`src/rtl/fnd_pkg.sv`:
```
`default_nettype none
// fnd_pkg: segment glyphs, digit record and divider helper for the FND scan driver.
// Revision 1.0
package fnd_pkg;

  // Active-low segment glyphs, bit order {dp,g,f,e,d,c,b,a}
  localparam logic [7:0] SEG_0     = 8'hC0;
  localparam logic [7:0] SEG_1     = 8'hF9;
  localparam logic [7:0] SEG_2     = 8'hA4;
  localparam logic [7:0] SEG_3     = 8'hB0;
  localparam logic [7:0] SEG_4     = 8'h99;
  localparam logic [7:0] SEG_5     = 8'h92;
  localparam logic [7:0] SEG_6     = 8'h82;
  localparam logic [7:0] SEG_7     = 8'hF8;
  localparam logic [7:0] SEG_8     = 8'h80;
  localparam logic [7:0] SEG_9     = 8'h90;
  localparam logic [7:0] SEG_DASH  = 8'hBF;
  localparam logic [7:0] SEG_BLANK = 8'hFF;

  localparam int DP_BIT = 7;

  typedef struct packed {
    logic [3:0] value;
    logic       dash;
    logic       dp;
  } digit_t;

  function automatic int fnd_div(input int clk_hz, input int scan_hz);
    return clk_hz / scan_hz;
  endfunction

endpackage
`default_nettype wire

```
`src/rtl/fnd_seg_decoder.sv`:
```
`default_nettype none
// fnd_seg_decoder: decimal digit to active-low seven-segment font, with dash and dp overrides.
// Revision 1.0
module fnd_seg_decoder
  import fnd_pkg::*;
(
  input  logic [3:0] digit,
  input  logic       dash,
  input  logic       dp,
  output logic [7:0] font
);

  logic [7:0] glyph;

  always_comb begin
    glyph = SEG_BLANK;
    case (digit)
      4'd0:    glyph = SEG_0;
      4'd1:    glyph = SEG_1;
      4'd2:    glyph = SEG_2;
      4'd3:    glyph = SEG_3;
      4'd4:    glyph = SEG_4;
      4'd5:    glyph = SEG_5;
      4'd6:    glyph = SEG_6;
      4'd7:    glyph = SEG_7;
      4'd8:    glyph = SEG_8;
      4'd9:    glyph = SEG_9;
      default: glyph = SEG_BLANK;
    endcase
    if (dash) begin
      glyph = SEG_DASH;
    end
    font = glyph;
    if (dp) begin
      font[DP_BIT] = 1'b0;
    end
  end

endmodule
`default_nettype wire

```
`src/rtl/fnd_scan_display.sv`:
```
`default_nettype none
// fnd_scan_display: 4-digit multiplexed common-anode FND driver for stopwatch/clock fields.
// Revision 1.0
module fnd_scan_display
  import fnd_pkg::*;
#(
  parameter int BIT_100HZ = 100,
  parameter int SECOND_60 = 60,
  parameter int HOUR      = 24,
  parameter int CLK_HZ    = 100_000_000,
  parameter int SCAN_HZ   = 1000
) (
  input  logic                         clk,
  input  logic                         reset,
  input  logic                         disp_mode,
  input  logic [$clog2(BIT_100HZ)-1:0] msec,
  input  logic [$clog2(SECOND_60)-1:0] sec,
  input  logic [$clog2(SECOND_60)-1:0] min,
  input  logic [$clog2(HOUR)-1:0]      hour,
  output logic [3:0]                   fnd_com,
  output logic [7:0]                   fnd_font
);

  localparam int DIV   = fnd_div(CLK_HZ, SCAN_HZ);
  localparam int CNT_W = $clog2(DIV);
  localparam int MS_W  = $clog2(BIT_100HZ);
  localparam int SM_W  = $clog2(SECOND_60);
  localparam int HR_W  = $clog2(HOUR);

  logic [CNT_W-1:0] scan_cnt;
  logic             tick;
  logic [1:0]       idx;
  logic             running;

  logic             snap_mode;
  logic [MS_W-1:0]  snap_msec;
  logic [SM_W-1:0]  snap_sec;
  logic [SM_W-1:0]  snap_min;
  logic [HR_W-1:0]  snap_hour;

  int               hi_val;
  int               lo_val;
  logic             hi_bad;
  logic             lo_bad;
  logic             dp_on;
  digit_t           cur;
  logic [7:0]       font;

  assign tick = (scan_cnt == CNT_W'(DIV - 1));

  always_ff @(posedge clk or posedge reset) begin
    if (reset) begin
      scan_cnt <= '0;
    end else if (tick) begin
      scan_cnt <= '0;
    end else begin
      scan_cnt <= scan_cnt + 1'b1;
    end
  end

  // idx resets to 3 so the first tick both selects digit 0 and takes a snapshot.
  always_ff @(posedge clk or posedge reset) begin
    if (reset) begin
      idx       <= 2'd3;
      running   <= 1'b0;
      snap_mode <= 1'b0;
      snap_msec <= '0;
      snap_sec  <= '0;
      snap_min  <= '0;
      snap_hour <= '0;
    end else if (tick) begin
      idx     <= idx + 2'd1;
      running <= 1'b1;
      if (idx == 2'd3) begin
        snap_mode <= disp_mode;
        snap_msec <= msec;
        snap_sec  <= sec;
        snap_min  <= min;
        snap_hour <= hour;
      end
    end
  end

  always_comb begin
    hi_val = snap_mode ? int'(snap_hour) : int'(snap_sec);
    lo_val = snap_mode ? int'(snap_min)  : int'(snap_msec);
    hi_bad = snap_mode ? (hi_val >= HOUR)      : (hi_val >= SECOND_60);
    lo_bad = snap_mode ? (lo_val >= SECOND_60) : (lo_val >= BIT_100HZ);
    dp_on  = int'(snap_msec) < (BIT_100HZ / 2);
  end

  always_comb begin
    cur = '0;
    case (idx)
      2'd0: begin
        cur.value = 4'(lo_val % 10);
        cur.dash  = lo_bad;
      end
      2'd1: begin
        cur.value = 4'(lo_val / 10);
        cur.dash  = lo_bad;
      end
      2'd2: begin
        cur.value = 4'(hi_val % 10);
        cur.dash  = hi_bad;
        cur.dp    = dp_on;
      end
      default: begin
        cur.value = 4'(hi_val / 10);
        cur.dash  = hi_bad;
      end
    endcase
  end

  fnd_seg_decoder u_seg_decoder (
    .digit (cur.value),
    .dash  (cur.dash),
    .dp    (cur.dp),
    .font  (font)
  );

  // Outputs stay dark until the first tick has produced a real snapshot.
  always_ff @(posedge clk or posedge reset) begin
    if (reset) begin
      fnd_com  <= 4'b1111;
      fnd_font <= SEG_BLANK;
    end else if (running) begin
      fnd_com  <= ~(4'b0001 << idx);
      fnd_font <= font;
    end
  end

endmodule
`default_nettype wire

```
`config.mk`:
```
export PLATFORM = sky130hd
export DESIGN_NAME = fnd_scan_display
export DESIGN_NICKNAME = d
export VERILOG_FILES = /design/src/rtl/fnd_pkg.sv /design/src/rtl/fnd_seg_decoder.sv /design/src/rtl/fnd_scan_display.sv
export SDC_FILE = /design/constraint.sdc
export NUM_CORES = 1
export LEC_CHECK = 0
export CAP_MARGIN = 20
export CORE_ASPECT_RATIO = 0.7
export CORE_MARGIN = 2
export CORE_UTILIZATION = 45
export DETAILED_ROUTE_END_ITERATION = 12
export PLACE_DENSITY = 0.64
export SLEW_MARGIN = 20
export SYNTH_ARGS = -nofsm -noshare
export SYNTH_HDL_FRONTEND = slang
export SYNTH_SLANG_ARGS = --single-unit
```
`constraint.sdc`:
```
create_clock -name clk -period 6.55 [get_ports clk]
set_clock_uncertainty 0.15 [all_clocks]
set_input_delay 1.965 -clock clk [delete_from_list [all_inputs] [get_ports clk]]
set_output_delay 1.965 -clock clk [all_outputs]
set_load 0.02 [all_outputs]
```
### Word-level counts from Yosys, hierarchy flattened

Memories as Yosys holds them, arrays and structs flattened.
Cells that the tools add are included.

| word-level totals | value |
|---|---|
| bits in registers | 57 |
| memory bits (read-only) | 112 |
| input bits | 27 |
| output and inout port bits | 12 |
| word-level logic and storage cells | 39 |
| memories kept | 1 |

| cells by class | value |
|---|---|
| $add $sub $neg | 2 |
| divide/modulo/power cells | 4 |
| magnitude comparators | 5 |
| equal/unequal tests | 4 |
| shifts and indexed selects | 1 |
| muxes and demuxes | 9 |
| bitwise gates (word level) | 1 |
| reductions and logical operators | 2 |

Memories:

| name | words | width | rd ports | clocked after memory_dff | wr ports | line | text |
|---|---|---|---|---|---|---|---|
| (name not given) | 16 | 7 | 1 | 0 | 0 | fnd_seg_decoder.sv:17 | `case (digit)` |

Operators by type and width:

| cell | count |
|---|---|
| $div 32x5->32 const B | 2 |
| $mod 32x5->32 const B | 2 |
| $add 17x1->17 const B | 1 |
| $eq 17x17->1 const B | 1 |
| $mux 17 | 1 |
| $pmux 5 s3 | 1 |
| $mux 8 | 1 |
| $ge 7x6->1 const B | 1 |
| $ge 7x7->1 const B | 1 |
| $lt 7x6->1 const B | 1 |
| $mux 7 | 1 |
| $ge 6x5->1 const B | 1 |
| $ge 6x6->1 const B | 1 |
| $mux 6 | 1 |
| $eq 2x2->1 const B | 2 |
| $mux 1 | 4 |
| $not 4->4 | 1 |
| $shl 1x2->4 const A | 1 |
| $add 2x1->2 const B | 1 |
| $eq 2x1->1 const B | 1 |
| $logic_not 2->1 | 1 |
| $reduce_and 2->1 | 1 |

### Depth between registers and ports, before layout

Gate-level depths: netlist of the first run.
An unclocked memory read counts as a cell.

| depth | value |
|---|---|
| depth in word-level cells | 7 |
| mapped depth | 22 |

### By module

Synthesis of the first run repeated with hierarchy kept, for this count alone.

| unflattened totals | value |
|---|---|
| cell total of the unflattened synthesis | 344 |
| area, all modules | 3644.7 um^2 |

Modules (own cells, without submodules):

| module | instances | cells an instance | area an instance (um^2) |
|---|---|---|---|
| fnd_scan_display | 1 | 309 | 3404.5 |
| fnd_seg_decoder | 1 | 35 | 240.2 |

### Worst setup path after synthesis of the first run

Ideal clock, no wire load.

| timing path | value |
|---|---|
| path kind | register to register |
| start | register idx[0] |
| end | register fnd_font[0] |
| setup time | 0.089 ns |
| arrival | 4.086 ns |
| required time | 6.311 ns |
| slack | 2.225 ns |
| stages on the path, launching flop included | 22 |
| cell sequence | dfstp_2 inv_1 ha_1 buf_6 clkbuf_1 o311ai_0 o21ai_0 ha_1 o21ba_2 a21oi_4 a41oi_4 and2_1 a211o_1 and4_1 o21ai_0 o31ai_1 a21o_1 inv_1 ha_1 inv_1 o21a_1 a211oi_1 |

| on the way | value |
|---|---|
| cells in the longest elaborated chain, start to end | 4 |
| elaborated cells between the ends (all ways) | 6 |

Ends and longest elaborated chain:

| item | line | text |
|---|---|---|
| start, declared | fnd_scan_display.sv:32 | `logic [1:0] idx;` |
| start signal, assigned | fnd_scan_display.sv:72 | `idx <= idx + 2'd1;` |
| $eq 2x2->1, or another cell as far along | fnd_scan_display.sv:94 | `case (idx)` |
| $pmux 5 s3 * | fnd_scan_display.sv:94 |  |
| $mem_v2 16x7 | - |  |
| $mux 8 * | fnd_seg_decoder.sv:30 | `if (dash) begin` |
| end signal, assigned | fnd_scan_display.sv:129 | `fnd_font <= font;` |
| end, declared | fnd_scan_display.sv:21 | `output logic [7:0] fnd_font` |

Every way passes the cells marked *; elsewhere a longest branch is shown, timed or not.
A chain may end at the register's enable or synchronous reset.

### Worst setup path after layout of the first run

| timing path | value |
|---|---|
| start | register idx[0] |
| end | register fnd_font[3] |

Same word-level chain as after synthesis.

==> summary.md, run 1 <==
| Metric | Value |
|---|---|
| Delay-heaviest family, CP | compound AO/OA/AOI/OAI gates |
| Critical path class | register to register |
| Share of cells above drive strength 1 | 21.1% |
| Mean Syn Cell Area | 9.93 µm² |
| DRC Markers | 0 |
| Setup violations, final | 0 |
| CP max FO | 11 |
| Int Pwr | 0.000736 W |
| Status | finished, final reports clean |
| # H-tree levels | 3 |
| Critical-path cell list | ha_1, mux2i_1, a21oi_1, nor2_1, inv_1, ha_1, nor2b_1, o31ai_2, a221o_1, nand3_1, o211ai_1, mux2i_1, a41oi_1, a21oi_1, inv_1, ha_1, inv_1, nand2_1, a211oi_1 |
| Sw Share | 27.1% |
| DIE HEIGHT | 83.5 µm |
| Drt via density | 5.91 |
| Yosys cell types | 78 |
| Leakage | 1.89 nW |
| Grt total ovfl | 0 |
| Worst min path class | register to register |
| Post-Layout Cell Count | 565 |
| Switching pwr | 0.000274 W |
| Cts repair resizes | 0 |
| Port-buffer cells | 38 |
| FP Rows | 28 |
| Worst slew pin tran | 1020 ps |
| CP max-delay cell | dfstp_2 |
| Peak Freq | 192 MHz |
| YS warnings | 0 |
| PwrDens | 211 nW/µm² |
| Initial drt markers | 232 |
| DP Cell Count | 549 |
| # Max-Cap Violations | 0 |
| Combinational Power Share | 17.4% |
| Slew HR | 31.8% |
| Clock Path Buffers | 2 |
| GPL Wtd Cong | 0.964 |
| Hold violation total from the final report | 0 |
| Total track usage | 20.1% |
| CP required | 6640 ps |
| Clk pwr share | 45.5% |
| CP Capture Type | register |
| Post-CTS Hold Fix Bufs | 0 |
| Clk slew on worst S/H paths | 60 ps |
| Syn-to-layout area delta | 18.0% |
| Net Count, Synth | 450 |
| CTS Buf Count | 9 |
| CORE AREA | 8620 µm² |
| Vias in the first global route | 3,183 |
| CTS tree | yes |
| Max Slew Vio Count | 0 |
| Leading cell type in the layout, fill and taps excluded | dfrtp_1 |
| Initial antenna violation count | 0 |
| Clock tree root driver cell | clkbuf_16 |
| RSZ-0062 raised after global routing | no |
| Number of synthesized flops with an enable pin | 0 |
| DR vias | 3,339 |
| Post-DP HPWL | 7170 µm |
| Pin count of the biggest net entering global routing | 58 |
| DRT antenna net count | 0 |
| Setup TNS | 0 ps |
| Arrival @ worst endpoint | 5300 ps |
| Mapped cell area | 4060 µm² |
| Worst Setup Start Kind | register |
| Post-layout util | 55.6% |
| First-pass GRT wire length | 16,100 µm |
| Post-synthesis cell count | 409 |
| Sequential share of power | 37.1% |
| Routed length per instance | 17.1 µm |
| Number of synthesized register bits | 57 |
| Post-synthesis sequential area ratio | 35.6% |
| Die width | 118 µm |
| Drt pass-1 iters | 5 |
| Max rail drop VDD | 0.000160 V |
| Die Area | 9810 µm² |
| Commonest non-fill, non-tap cells in the layout | 43 x dfrtp_1, 38 x clkdlybuf4s50_1, 35 x nor2_1 |
| Biggest cell delay along the critical path | 570 ps |
| Ys flop type | dfrtp_1 |
| Antenna fix cells | 0 |
| Worst Path Buf+Inv | 3 |
| Post-CTS setup buffer count | 0 |
| Tmin final | 5220 ps |
| Clk sinks | 57 |
| Ratio of final minimum period to clock period | 79.7% |
| Final nets | 481 |
| DRT Wirelength | 9660 µm |
| Clk_lat worst skew | 320 ps |
| Ys async rst share | 100% |
| I/O pin count | 39 |
| Initial core utilization | 47.1% |
==> worst reg2reg max path, cell delays in order, from the launching register on <==
cell and delay, ps:
dfstp_2 570, ha_1 460, mux2i_1 420, a21oi_1 270
nor2_1 240, inv_1 80, ha_1 290, nor2b_1 340
o31ai_2 190, a221o_1 430, nand3_1 120, o211ai_1 120
mux2i_1 160, a41oi_1 170, a21oi_1 370, inv_1 120
ha_1 310, inv_1 70, nand2_1 50, a211oi_1 220
==> power groups by stage <==
stage	logic [W]	clock network, W	registers [W]
after floorplan	0.000136	0	0.000371
after global placement	0.000171	0	0.000379
after detailed placement	0.000172	0	0.000380
after CTS	0.000174	0.000469	0.000374
after global routing	0.000193	0.000485	0.000376
final	0.000176	0.000459	0.000375
==> layout make-up <==
class,count,area [µm²]
fillers,776,3830
clock buffers,10,229
clock inverters,6,67.6
well taps,120,150
inverters,22,83.8
flip-flops and latches,57,1440
repair buffers,39,388
multi-input cells,311,2430
==> per-layer routing <==
metal	track usage [%]	vias to the layer above	wire, µm
met1	29.9	1624	4830
met5	0	-	0
li1	-	1592	-
met3	5.87	9	685
met4	4.82	0	123
met2	28.7	114	4030
==> final timing paths <==
path                          endpoint  slack (ps)  depth (start not counted)  startpoint
max in group asynchronous      running        3770                          3       reset
hold / removal              fnd_com[3]         320                          2  fnd_com[3]
setup / recovery           fnd_font[3]        1330                         19      idx[0]
min in group asynchronous  scan_cnt[3]        2020                          3       reset
hold reg to reg             fnd_com[3]         320                          2  fnd_com[3]
setup reg to reg           fnd_font[3]        1330                         19      idx[0]
==> cells in the mapped netlist (4+ instances only) <==
cell       n  area (µm²)
ha_1      14         175
xnor2_1    7        61.3
nor2_1    35         131
buf_2      5        25.0
nand4_1    5        31.3
dfstp_2   14         368
nand3_1   18        90.1
mux2i_1   10         100
a21oi_1   14        70.1
o21a_1     5        37.5
inv_1     20        75.1
o211ai_1   5        37.5
nand2_1   29         109
clkbuf_1   9        33.8
mux2_2    30         338
a211oi_1   5        37.5
a31oi_1    5        31.3
xor2_1     8        70.1
o21ai_0   13        65.1
and3_1     7        43.8
a21o_1     4        30.0
mux4_2     8         180
dfrtp_1   43        1080
o22ai_1    5        31.3
nor2b_1    6        37.5
nor3_1     6        30.0
==> cells by family (layout without fill, tap and decap cells) <==
group | Yosys count | in the layout | share of synthesized area, %
buffers and inverters | 41 | 77 | 4.62
and+or+nand+nor | 130 | 130 | 16.0
muxes | 50 | 50 | 16.2
xor gates and xnor gates | 15 | 15 | 3.24
AOI/OAI and AO/OA | 102 | 102 | 20.1
DFF | 57 | 57 | 35.6
adders and majority gates | 14 | 14 | 4.31
==> state kept, by name (all words and copies together), names as in the netlist <==
name / count
snap_min: 6
fnd_com: 4
snap_msec: 7
idx: 2
scan_cnt: 17
fnd_font: 8
running: 1
snap_sec: 6
snap_mode: 1
snap_hour: 5
==> through the flow <==
stage | setup WS (ps) | hold WS, ps | total power (W) | area, µm²
floorplan | 2220 | 296 | 0.000507 | 4060
global placement | 1660 | 307 | 0.000550 | 4490
finish | 1330 | 317 | 0.00101 | 4790
CTS | 1430 | 321 | 0.00102 | 4790
global route | 947 | 339 | 0.00105 | 4790
detailed placement | 1450 | 311 | 0.000552 | 4490
(Power assumes the default switching activity.)
==> inputs of run 2 (changes only) <==
--- a/config.mk
+++ b/config.mk
@@ -10,7 +10,7 @@
 export CORE_MARGIN = 2
 export CORE_UTILIZATION = 45
 export DETAILED_ROUTE_END_ITERATION = 12
-export PLACE_DENSITY = 0.64
+export PLACE_DENSITY = 0.67
 export SLEW_MARGIN = 20
 export SYNTH_ARGS = -nofsm -noshare
 export SYNTH_HDL_FRONTEND = slang
==> constraint.sdc (replaced) <==
create_clock -name clk -period 4.6 [get_ports clk]
set_clock_uncertainty 0.15 [all_clocks]
set_input_delay 1.38 -clock clk [delete_from_list [all_inputs] [get_ports clk]]
set_output_delay 1.38 -clock clk [all_outputs]
set_load 0.02 [all_outputs]
==> summary.md, run 2 (synthesis gave the netlist of run 1 again) <==
| Metric | Value |
|---|---|
| Status | finished, final reports clean |
| DIE HEIGHT | 83.5 µm (unchanged) |
| CP max-delay cell | dfstp_2 |
| Int Pwr | 0.00106 W (+43%) |
| Clk pwr share | 45.2% (-0.3 points) |
| Combinational Power Share | 18.4% (+1.0 points) |
| Placed cell area | 4580 µm² (+2.0%) |
| Clk sinks | 57 (unchanged) |
| Clock tree root driver cell | clkbuf_16 |
| Peak Freq | 227 MHz (+19%) |
| Crit path capture | fnd_font[3] |
| Top flop regs | scan_cnt (17), fnd_font (8), snap_msec (7) |
| GPL Wtd Cong | 0.966 (+0.15%) |
| Max Slew Vio Count | 0 (unchanged) |
| Tot Pwr | 0.00145 W (+44%) |
| CP max FO | 8 (-3) |
| Clk_lat worst skew | 330 ps (about the same) |
| CTS tree | yes |
| Critical path class | register to register |
| Total track usage | 20.3% (+0.21 points) |
| Vias in the first global route | 3,250 (+2.1%) |
| Arrival @ worst endpoint | 4480 ps (-820 ps) |
| Max rail drop VDD | 0.000253 V (+58%) |
| Number of flip-flops in the largest register | 17 (unchanged) |
| Delay-heaviest family, CP | compound AO/OA/AOI/OAI gates |
| Clock Path Buffers | 2 (unchanged) |
| Routed length per instance | 16.9 µm (-1.4%) |
| DRT Wirelength | 9730 µm (+0.69%) |
| Clk slew on worst S/H paths | 50 ps (about the same) |
| Cell count of the worst reg-to-reg path | 19 (unchanged) |
| CORE AREA | 8620 µm² (unchanged) |
| Hold violation total from the final report | 0 (unchanged) |
| FP Rows | 28 (unchanged) |
| Ratio of final minimum period to clock period | 95.6% (+16 points) |
| Worst slew pin tran | 941 ps (-79.9 ps) |
| Initial drt markers | 267 (+15%) |
| Post-DP HPWL | 7180 µm (+0.20%) |
| DRT antenna net count | 0 (unchanged) |
| Initial antenna violation count | 0 (unchanged) |
| PwrDens | 295 nW/µm² (+40%) |
| Worst Path Buf+Inv | 4 (+1) |
| # H-tree levels | 3 (unchanged) |
| Die Area | 9810 µm² (unchanged) |
| Slew HR | 37.2% (+5.4 points) |
| First-pass GRT wire length | 16,200 µm (+1.1%) |
| CTS Buf Count | 9 (unchanged) |
| Leakage | 1.96 nW (+3.7%) |
| Initial core utilization | 47.1% (unchanged) |
| Post-Layout Inst Area | 4930 µm² (+2.8%) |
| Sw Share | 27.3% (+0.19 points) |
| Drt pass-1 iters | 6 (+1) |
| CP Capture Type | register |
| DR vias | 3,434 (+2.8%) |
| Biggest cell delay along the critical path | 570 ps (about the same) |
| Worst R2R End | fnd_font[3] |
| Drt via density | 5.95 (+0.71%) |
| RR Startpoint | idx[0] |
| DRC Markers | 0 (unchanged) |
| Cell mode on critical path | inv_1 |
| Fin Hold WS | 322 ps (+5.70 ps) |
| Leading cell type in the layout, fill and taps excluded | dfrtp_1 |
| Setup violations, final | 0 (unchanged) |
| Antenna fix cells | 0 (unchanged) |
| Sequential share of power | 36.4% (-0.7 points) |
| Final nets | 493 (+2.5%) |
| Tmin final | 4400 ps (-820 ps) |
| Port-buffer cells | 38 (unchanged) |
| Syn-to-layout area delta | 21.4% |
| I/O pin count | 39 (unchanged) |
| Share of cells above drive strength 1 | 24.9% (+3.8 points) |
| Commonest non-fill, non-tap cells in the layout | 43 x dfrtp_1, 38 x clkdlybuf4s50_1, 34 x nor2_1 |
| Die width | 118 µm (unchanged) |
| CP required | 4680 ps (-1960 ps) |
| Post-CTS Hold Fix Bufs | 0 (unchanged) |
| Reg2Reg Setup Slack | 200 ps (-1130 ps) |
| Setup TNS | 0 ps (unchanged) |
| Crit. path cell count | 19 (unchanged) |
| Worst Setup Start Kind | register |
| Biggest register | scan_cnt |
| Worst setup startpoint | idx[0] |
| # Max-Cap Violations | 0 (unchanged) |
| Critical-path cell list | inv_1, ha_4, or3b_2, clkinv_2, ha_1, o21ba_4, a21oi_4, a311o_1, o21ai_2, a21oi_2, and3_1, o21ai_0, o31ai_1, a21o_1, inv_1, ha_1, inv_1, o21a_1, a211oi_1 |
| Grt total ovfl | 0 (unchanged) |
| Switching pwr | 0.000397 W (+45%) |
| Pin count of the biggest net entering global routing | 48 (-17%) |
| Worst min path class | register to register |
run 2: changes by cell type in the layout (fill, tap and decap cells not counted), sizes merged:
| cell | previous run | this run |
|---|---|---|
| buf | 1 | 13 |
run 2: worst min-delay path by stage:
stage           startpoint     endpoint  slack, ps  depth (start not counted)
2_1_floorplan  scan_cnt[4]  scan_cnt[4]        300                          1
3_3_place_gp    fnd_com[3]   fnd_com[3]        310                          2
3_5_place_dp    fnd_com[1]   fnd_com[1]        310                          2
4_1_cts         fnd_com[1]   fnd_com[1]        330                          2
5_1_grt         fnd_com[1]   fnd_com[1]        340                          2
6_report        fnd_com[1]   fnd_com[1]        320                          2
run 2: worst min-delay path: stages, from the launching register on:
cell and delay (ps):
dfstp_2 360, inv_1 40, mux2i_1 60
run 2: area by class of cell:
cell class / count / area, µm²
multi-input cells: 311 / 2470
inverters: 22 / 83.8
flip-flops and latches: 57 / 1440
fillers: 761 / 3690
repair buffers: 51 / 478
well taps: 120 / 150
clock buffers: 10 / 229
clock inverters: 6 / 67.6
run 2: metal layers:
| metal | vias to the layer above | routed length, µm | track usage (%) |
|---|---|---|---|
| met5 | - | 0 | 0 |
| met4 | 0 | 126 | 6.35 |
| met3 | 13 | 797 | 4.71 |
| met2 | 155 | 4090 | 29.1 |
| met1 | 1656 | 4710 | 30.3 |
| li1 | 1610 | - | - |
run 2: power groups by stage:
stage | sequential [W] | clock [W] | combinational (W)
after floorplan | 0.000529 | 0 | 0.000194
after global placement | 0.000535 | 0 | 0.000254
after detailed placement | 0.000536 | 0 | 0.000257
after CTS | 0.000527 | 0.000671 | 0.000258
after global routing | 0.000530 | 0.000695 | 0.000293
final | 0.000528 | 0.000657 | 0.000267
run 2: repair_timing:
item | in CTS | in global routing
setup buffers | 0 | 0
setup endpoints to repair | 0 | 7
gates resized for setup | 0 | 13
run 2: through the flow:
step	worst slack, ps	util (%)	std cells
floorplan	275	-	409
global placement	153	53.2	561
detailed placement	112	53.2	561
CTS	62.5	56.6	577
global route	-36.9	57.2	577
finish	201	57.2	577
